### src/rtl/chunked_ripple_adder_if.sv
// Handshake bundle for chunked_ripple_adder.
// master: operand producer and result consumer; slave: the adder.
interface chunked_ripple_adder_if #(
    parameter int WIDTH = 16
);
    logic             in_valid;
    logic             in_ready;
    logic [WIDTH-1:0] a;
    logic [WIDTH-1:0] b;
    logic             cin;
    logic             sub;
    logic             out_valid;
    logic             out_ready;
    logic [WIDTH-1:0] sum;
    logic             cout;
    logic             ovf;

    modport master (
        output in_valid, a, b, cin, sub, out_ready,
        input  in_ready, out_valid, sum, cout, ovf
    );

    modport slave (
        input  in_valid, a, b, cin, sub, out_ready,
        output in_ready, out_valid, sum, cout, ovf
    );
endinterface

### src/rtl/chunked_ripple_adder.sv
// Multi-cycle add/sub, one CHUNK-bit ripple slice per clock.
// Ports: clk, rst_n (async, active-low), bus (slave: valid/ready in/out).
module chunked_ripple_adder #(
    parameter int WIDTH = 16,
    parameter int CHUNK = 4
) (
    input  logic                   clk,
    input  logic                   rst_n,
    chunked_ripple_adder_if.slave  bus
);
    localparam int N  = WIDTH / CHUNK;
    localparam int KW = (N > 1) ? $clog2(N) : 1;

    generate
        if (CHUNK < 1 || CHUNK > WIDTH || (WIDTH % CHUNK) != 0) begin : g_bad_param
            $error("chunked_ripple_adder: WIDTH must be a multiple of CHUNK");
        end
    endgenerate

    typedef enum logic [1:0] {IDLE, RUN, DONE} state_t;

    state_t           state;
    state_t           state_nx;
    logic [WIDTH-1:0] a_q;
    logic [WIDTH-1:0] b_q;
    logic [WIDTH-1:0] sum_q;
    logic             carry_q;
    logic             cout_q;
    logic             ovf_q;
    logic [KW-1:0]    k;
    logic [CHUNK-1:0] a_s;
    logic [CHUNK-1:0] b_s;
    logic [CHUNK:0]   slice;
    logic             last;
    logic             accept;
    logic             in_ready;
    logic             out_valid;

    always_comb begin
        a_s   = a_q[int'(k)*CHUNK +: CHUNK];
        b_s   = b_q[int'(k)*CHUNK +: CHUNK];
        slice = {1'b0, a_s} + {1'b0, b_s} + (CHUNK+1)'(carry_q);
        last  = (k == KW'(N-1));
    end

    always_ff @(posedge clk or negedge rst_n) begin
        if (!rst_n) state <= IDLE;
        else        state <= state_nx;
    end

    always_comb begin
        state_nx  = state;
        in_ready  = 1'b0;
        out_valid = 1'b0;
        unique case (state)
            IDLE: begin
                in_ready = 1'b1;
                if (bus.in_valid) state_nx = RUN;
            end
            RUN: begin
                if (last) state_nx = DONE;
            end
            DONE: begin
                out_valid = 1'b1;
                if (bus.out_ready) state_nx = IDLE;
            end
            default: state_nx = IDLE;
        endcase
    end

    assign accept = in_ready && bus.in_valid;

    // b is stored pre-inverted for subtract; the +1 rides in the carry register.
    always_ff @(posedge clk or negedge rst_n) begin
        if (!rst_n) begin
            a_q     <= '0;
            b_q     <= '0;
            sum_q   <= '0;
            carry_q <= 1'b0;
            cout_q  <= 1'b0;
            ovf_q   <= 1'b0;
            k       <= '0;
        end else begin
            if (accept) begin
                a_q     <= bus.a;
                b_q     <= bus.b ^ {WIDTH{bus.sub}};
                carry_q <= bus.sub | bus.cin;
                k       <= '0;
            end
            if (state == RUN) begin
                sum_q[int'(k)*CHUNK +: CHUNK] <= slice[CHUNK-1:0];
                carry_q <= slice[CHUNK];
                k       <= k + 1'b1;
                if (last) begin
                    cout_q <= slice[CHUNK];
                    ovf_q  <= (a_q[WIDTH-1] == b_q[WIDTH-1])
                           && (slice[CHUNK-1] != a_q[WIDTH-1]);
                end
            end
        end
    end

    assign bus.in_ready  = in_ready;
    assign bus.out_valid = out_valid;
    assign bus.sum       = sum_q;
    assign bus.cout      = cout_q;
    assign bus.ovf       = ovf_q;
endmodule

### src/flat_wrapper.sv
// flat-port wrapper written by rule: the top's interface ports become plain ports
module chunked_ripple_adder_flat 
#(
    parameter int WIDTH = 16,
    parameter int CHUNK = 4
)
  (clk, rst_n, bus_in_valid, bus_a, bus_b, bus_cin, bus_sub, bus_out_ready, bus_in_ready, bus_out_valid, bus_sum, bus_cout, bus_ovf);
  chunked_ripple_adder_if #(.WIDTH(WIDTH)) bus_i ();
  input  logic clk;
  input  logic rst_n;
  input wire logic [$bits(bus_i.in_valid)-1:0] bus_in_valid;
  input wire logic [$bits(bus_i.a)-1:0] bus_a;
  input wire logic [$bits(bus_i.b)-1:0] bus_b;
  input wire logic [$bits(bus_i.cin)-1:0] bus_cin;
  input wire logic [$bits(bus_i.sub)-1:0] bus_sub;
  input wire logic [$bits(bus_i.out_ready)-1:0] bus_out_ready;
  output wire logic [$bits(bus_i.in_ready)-1:0] bus_in_ready;
  output wire logic [$bits(bus_i.out_valid)-1:0] bus_out_valid;
  output wire logic [$bits(bus_i.sum)-1:0] bus_sum;
  output wire logic [$bits(bus_i.cout)-1:0] bus_cout;
  output wire logic [$bits(bus_i.ovf)-1:0] bus_ovf;
  assign bus_i.in_valid = bus_in_valid;
  assign bus_i.a = bus_a;
  assign bus_i.b = bus_b;
  assign bus_i.cin = bus_cin;
  assign bus_i.sub = bus_sub;
  assign bus_i.out_ready = bus_out_ready;
  assign bus_in_ready = bus_i.in_ready;
  assign bus_out_valid = bus_i.out_valid;
  assign bus_sum = bus_i.sum;
  assign bus_cout = bus_i.cout;
  assign bus_ovf = bus_i.ovf;
  chunked_ripple_adder #(.WIDTH(WIDTH), .CHUNK(CHUNK)) u_core (.clk(clk), .rst_n(rst_n), .bus(bus_i));
endmodule
### config.mk
export PLATFORM = sky130hd
export DESIGN_NAME = chunked_ripple_adder_flat
export DESIGN_NICKNAME = d
export VERILOG_FILES = /design/src/rtl/chunked_ripple_adder_if.sv /design/src/rtl/chunked_ripple_adder.sv /design/src/flat_wrapper.sv
export SDC_FILE = /design/constraint.sdc
export NUM_CORES = 1
export LEC_CHECK = 0
export BUFFER_PORTS_ARGS = -buffer_cell sky130_fd_sc_hd__buf_2
export CORE_UTILIZATION = 49
export DETAILED_ROUTE_END_ITERATION = 12
export PLACE_DENSITY = 0.76
export SETUP_SLACK_MARGIN = 0.2
export SLEW_MARGIN = 10
export SYNTH_ARGS = -nofsm -noshare
export SYNTH_HDL_FRONTEND = slang
export SYNTH_SLANG_ARGS = --single-unit
### constraint.sdc
create_clock -name clk -period 2.3 [get_ports clk]
set_input_delay 0 -clock clk [delete_from_list [all_inputs] [get_ports clk]]
set_output_delay 0 -clock clk [all_outputs]
set_load 0.005 [all_outputs]
==> flow_metrics.py <==
metrics = {
    "clock_tree": {
        "cts.sinks": 55,
        "cts_buffers": 5,
        "cts_tree": "done",
        "clk_pin_slew_ns": 0.10,
        "cts_buffer_depth": 2,
        "clk_latency_ns": 0.31,
        "clockRootBuffer": "clkbuf_8",
        "htreeDepth": 2,
    },
    "drt": {
        "firstDrtPassIters": 4,
        "finalWirelength_mm": 6.22,
        "drtIter0Drc": 144,
        "postRouteAntennaNets": 0,
        "vias": 2181,
        "viasPerCell": 5.07,
        "avgRoutedWirePerCell_um": 14.5,
        "drc": 0,
    },
    "floorplanning": {
        "ioPinCount": 58,
        "coreArea_mm2": 0.00524,
        "die_h_um": 76.7,
        "start_util": 0.523,
        "fp.dieW_um": 76.7,
        "rows": 26,
        "die_area_mm2": 0.00589,
    },
    "setup_path": {
        "rr_worst_depth": 8,
        "crit_fanout": 5,
        "arrival_ns": 2.41,
        "cp-end-kind": "register",
        "path_class": "register to register",
        "worstPathRequired_ns": 2.49,
        "r2r_setup_slack_ns": 0.08,
        "start_kind": "register",
    },
    "synthesis": {
        "synth_area_leaders": "dfrtp_1, nand2_1, mux4_2",
        "avgSynthCellArea_um2": 10.5,
        "yosysTopAreaCellShare": 0.503,
        "ys_ff_latch": 55,
        "synthDistinctLibCells": 36,
        "synth-edff-count": 0,
        "yosysTopAreaCell": "dfrtp_1",
        "synth-main-ff-cell": "dfrtp_1",
        "syn_area_mm2": 0.00274,
        "synthCells": 261,
        "yosysWarnings": 0,
        "synthTopCellsByCount": "nand2_1, dfrtp_1, o21ai_0, xnor2_1, ha_1",
        "syn-num-nets": 310,
        "async_flop_share": 1.00,
        "synth_most_common_cell": "nand2_1",
        "ys_seq_area_frac": 0.503,
    },
    "global_route": {
        "antenna_found_initial": 0,
        "groute.usage.overall": 0.234,
        "grt_max_degree": 43,
        "grt_overflow": 0,
        "grt_pass1_vias": 2305,
        "grt_pass1_wl_mm": 10.7,
    },
    "sta": {
        "slew_viol_final": 0,
        "clock.fmax_mhz": 450,
        "tightestPinTransition_ns": 0.620,
        "rsz0062_at_grt": "true",
        "min_period_over_period": 0.967,
        "setup_viol": 0,
        "hold_viol": 0,
        "period_minus_slack_ns": 2.22,
        "fin_tns_setup_ns": 0,
        "fin_skew_ns": 0.00552,
        "max_slew_margin": 0.587,
    },
    "job": {
        "cap_violations": 0,
    },
    "power": {
        "power_w": 0.00520,
        "power.density_mw_per_mm2": 1430,
        "leakage_nw": 1.80,
        "ir_drop_mv": 0.931,
    },
    "cells_and_area": {
        "area_growth_pct": 33.0,
        "final_core_util": 0.695,
        "drive_gt1_frac": 0.289,
        "antenna_cells": 0,
        "nets": 408,
    },
    "placement": {
        "dp_hpwl_mm": 4.13,
        "io_buffers": 57,
        "gp_congestion": 0.799,
    },
    "worst_hold_path": {
        "min_path_type": "primary input to async pin",
    },
    "run_status": {
        "status": "finished, final reports clean",
    },
}
-- critical path, stage by stage, from the launching register on --
cell	delay [ns]
dfrtp_2	0.44
mux4_2	0.54
fa_2	0.39
inv_2	0.07
fa_2	0.21
inv_2	0.03
a21o_1	0.16
a21oi_2	0.16
o211ai_1	0.10
-- through the flow --
stage | worst slack (ns) | hold WS [ns] | std cells | area [um^2]
global placement | 0.0619 | 0.0445 | 385 | 3140
global route | 0.00188 | 0.246 | 430 | 3640
detailed placement | 0.0228 | 0.0514 | 385 | 3140
CTS | 0.0700 | 0.210 | 430 | 3630
floorplan | 0.0981 | -0.296 | 261 | 2770
finish | 0.0761 | 0.216 | 430 | 3640
-- path summary, 6_finish.rpt --
check / end / start
max: u_core.carry_q / u_core.k[0]
min: u_core.state[1] / rst_n
max reg2reg: u_core.carry_q / u_core.k[0]
min reg2reg: u_core.bus.sum[5] / u_core.bus.sum[5]
max in group asynchronous: u_core.k[0] / rst_n
min in group clk: u_core.state[0] / bus_in_valid
-- repair_timing --
| action | CTS | global route |
|---|---|---|
| gates resized for setup | 7 | 5 |
| setup buffers | 2 | 0 |
| hold buffers | 35 | 0 |
| endpoints found under the setup margin | 15 | 15 |
| endpoints found under the hold margin | 60 | 0 |
| pin swaps | 10 | 4 |
-- area by class of cell --
cell class / instances / area [um^2]
Sequential cell: 55 / 1380
Clock buffer: 6 / 82.6
Tap cell: 70 / 87.6
Fill cell: 386 / 1600
Multi-Input combinational cell: 185 / 1280
Inverter: 8 / 30.0
Clock inverter: 2 / 35.0
Timing Repair Buffer: 104 / 742
-- layer usage --
layer / GRT usage / routed length [um] / share of wire
met5: 0 / 0 / 0
met3: 0.0440 / 267 / 0.043
met2: 0.400 / 3110 / 0.50
met1: 0.290 / 2720 / 0.44
met4: 0.0981 / 129 / 0.021
-- registers in the layout (all words and copies together) (netlist names) --
register and cells:
u_core.bus.ovf 1, u_core.carry_q 1, u_core.bus.sum 16, u_core.state 2, u_core.a_q 16, u_core.bus.cout 1, u_core.b_q 16, u_core.k 2
-- where the power goes --
part	internal, W	total [W]	switching (W)
clock network	0.000353	0.000677	0.000324
registers	0.00137	0.00165	0.000280
logic	0.00133	0.00287	0.00155
-- logic make-up (layout without fill, tap and decap cells) --
family,Yosys count,after routing,share of synthesized area
AND/OR/NAND/NOR,103,103,0.170
flip-flops,55,55,0.503
AO/OA/AOI/OAI,45,45,0.105
buffers and inverters,21,120,0.0439
XOR/XNOR,18,18,0.0576
adder cells (fa/ha/maj),11,11,0.0558
multiplexers,8,8,0.0658
-- layout by cell type (no fill, tap or decap), types with 2 or more instances in the layout --
cell type      synthesis  final
nand4_1                3      3
o21ai_0               26     21
inv_1                  8      6
nand2_1               80     80
o21ai_2                0      4
dfrtp_1               55     54
a21o_1                 2      2
xnor2_1               17     16
a22o_1                 8      8
inv_2                  0      2
and4_4                 2      2
fa_2                   0      2
dlygate4sd3_1          0     35
clkbuf_8               0      6
o31ai_1                2      2
nor2_1                 2      2
buf_4                  3     10
o21ai_1                2      3
mux4_2                 8      8
buf_2                  6     57
nand3_1                6      6
ha_1                   9      8
No activity file was read; power rests on OpenSTA's default activity.
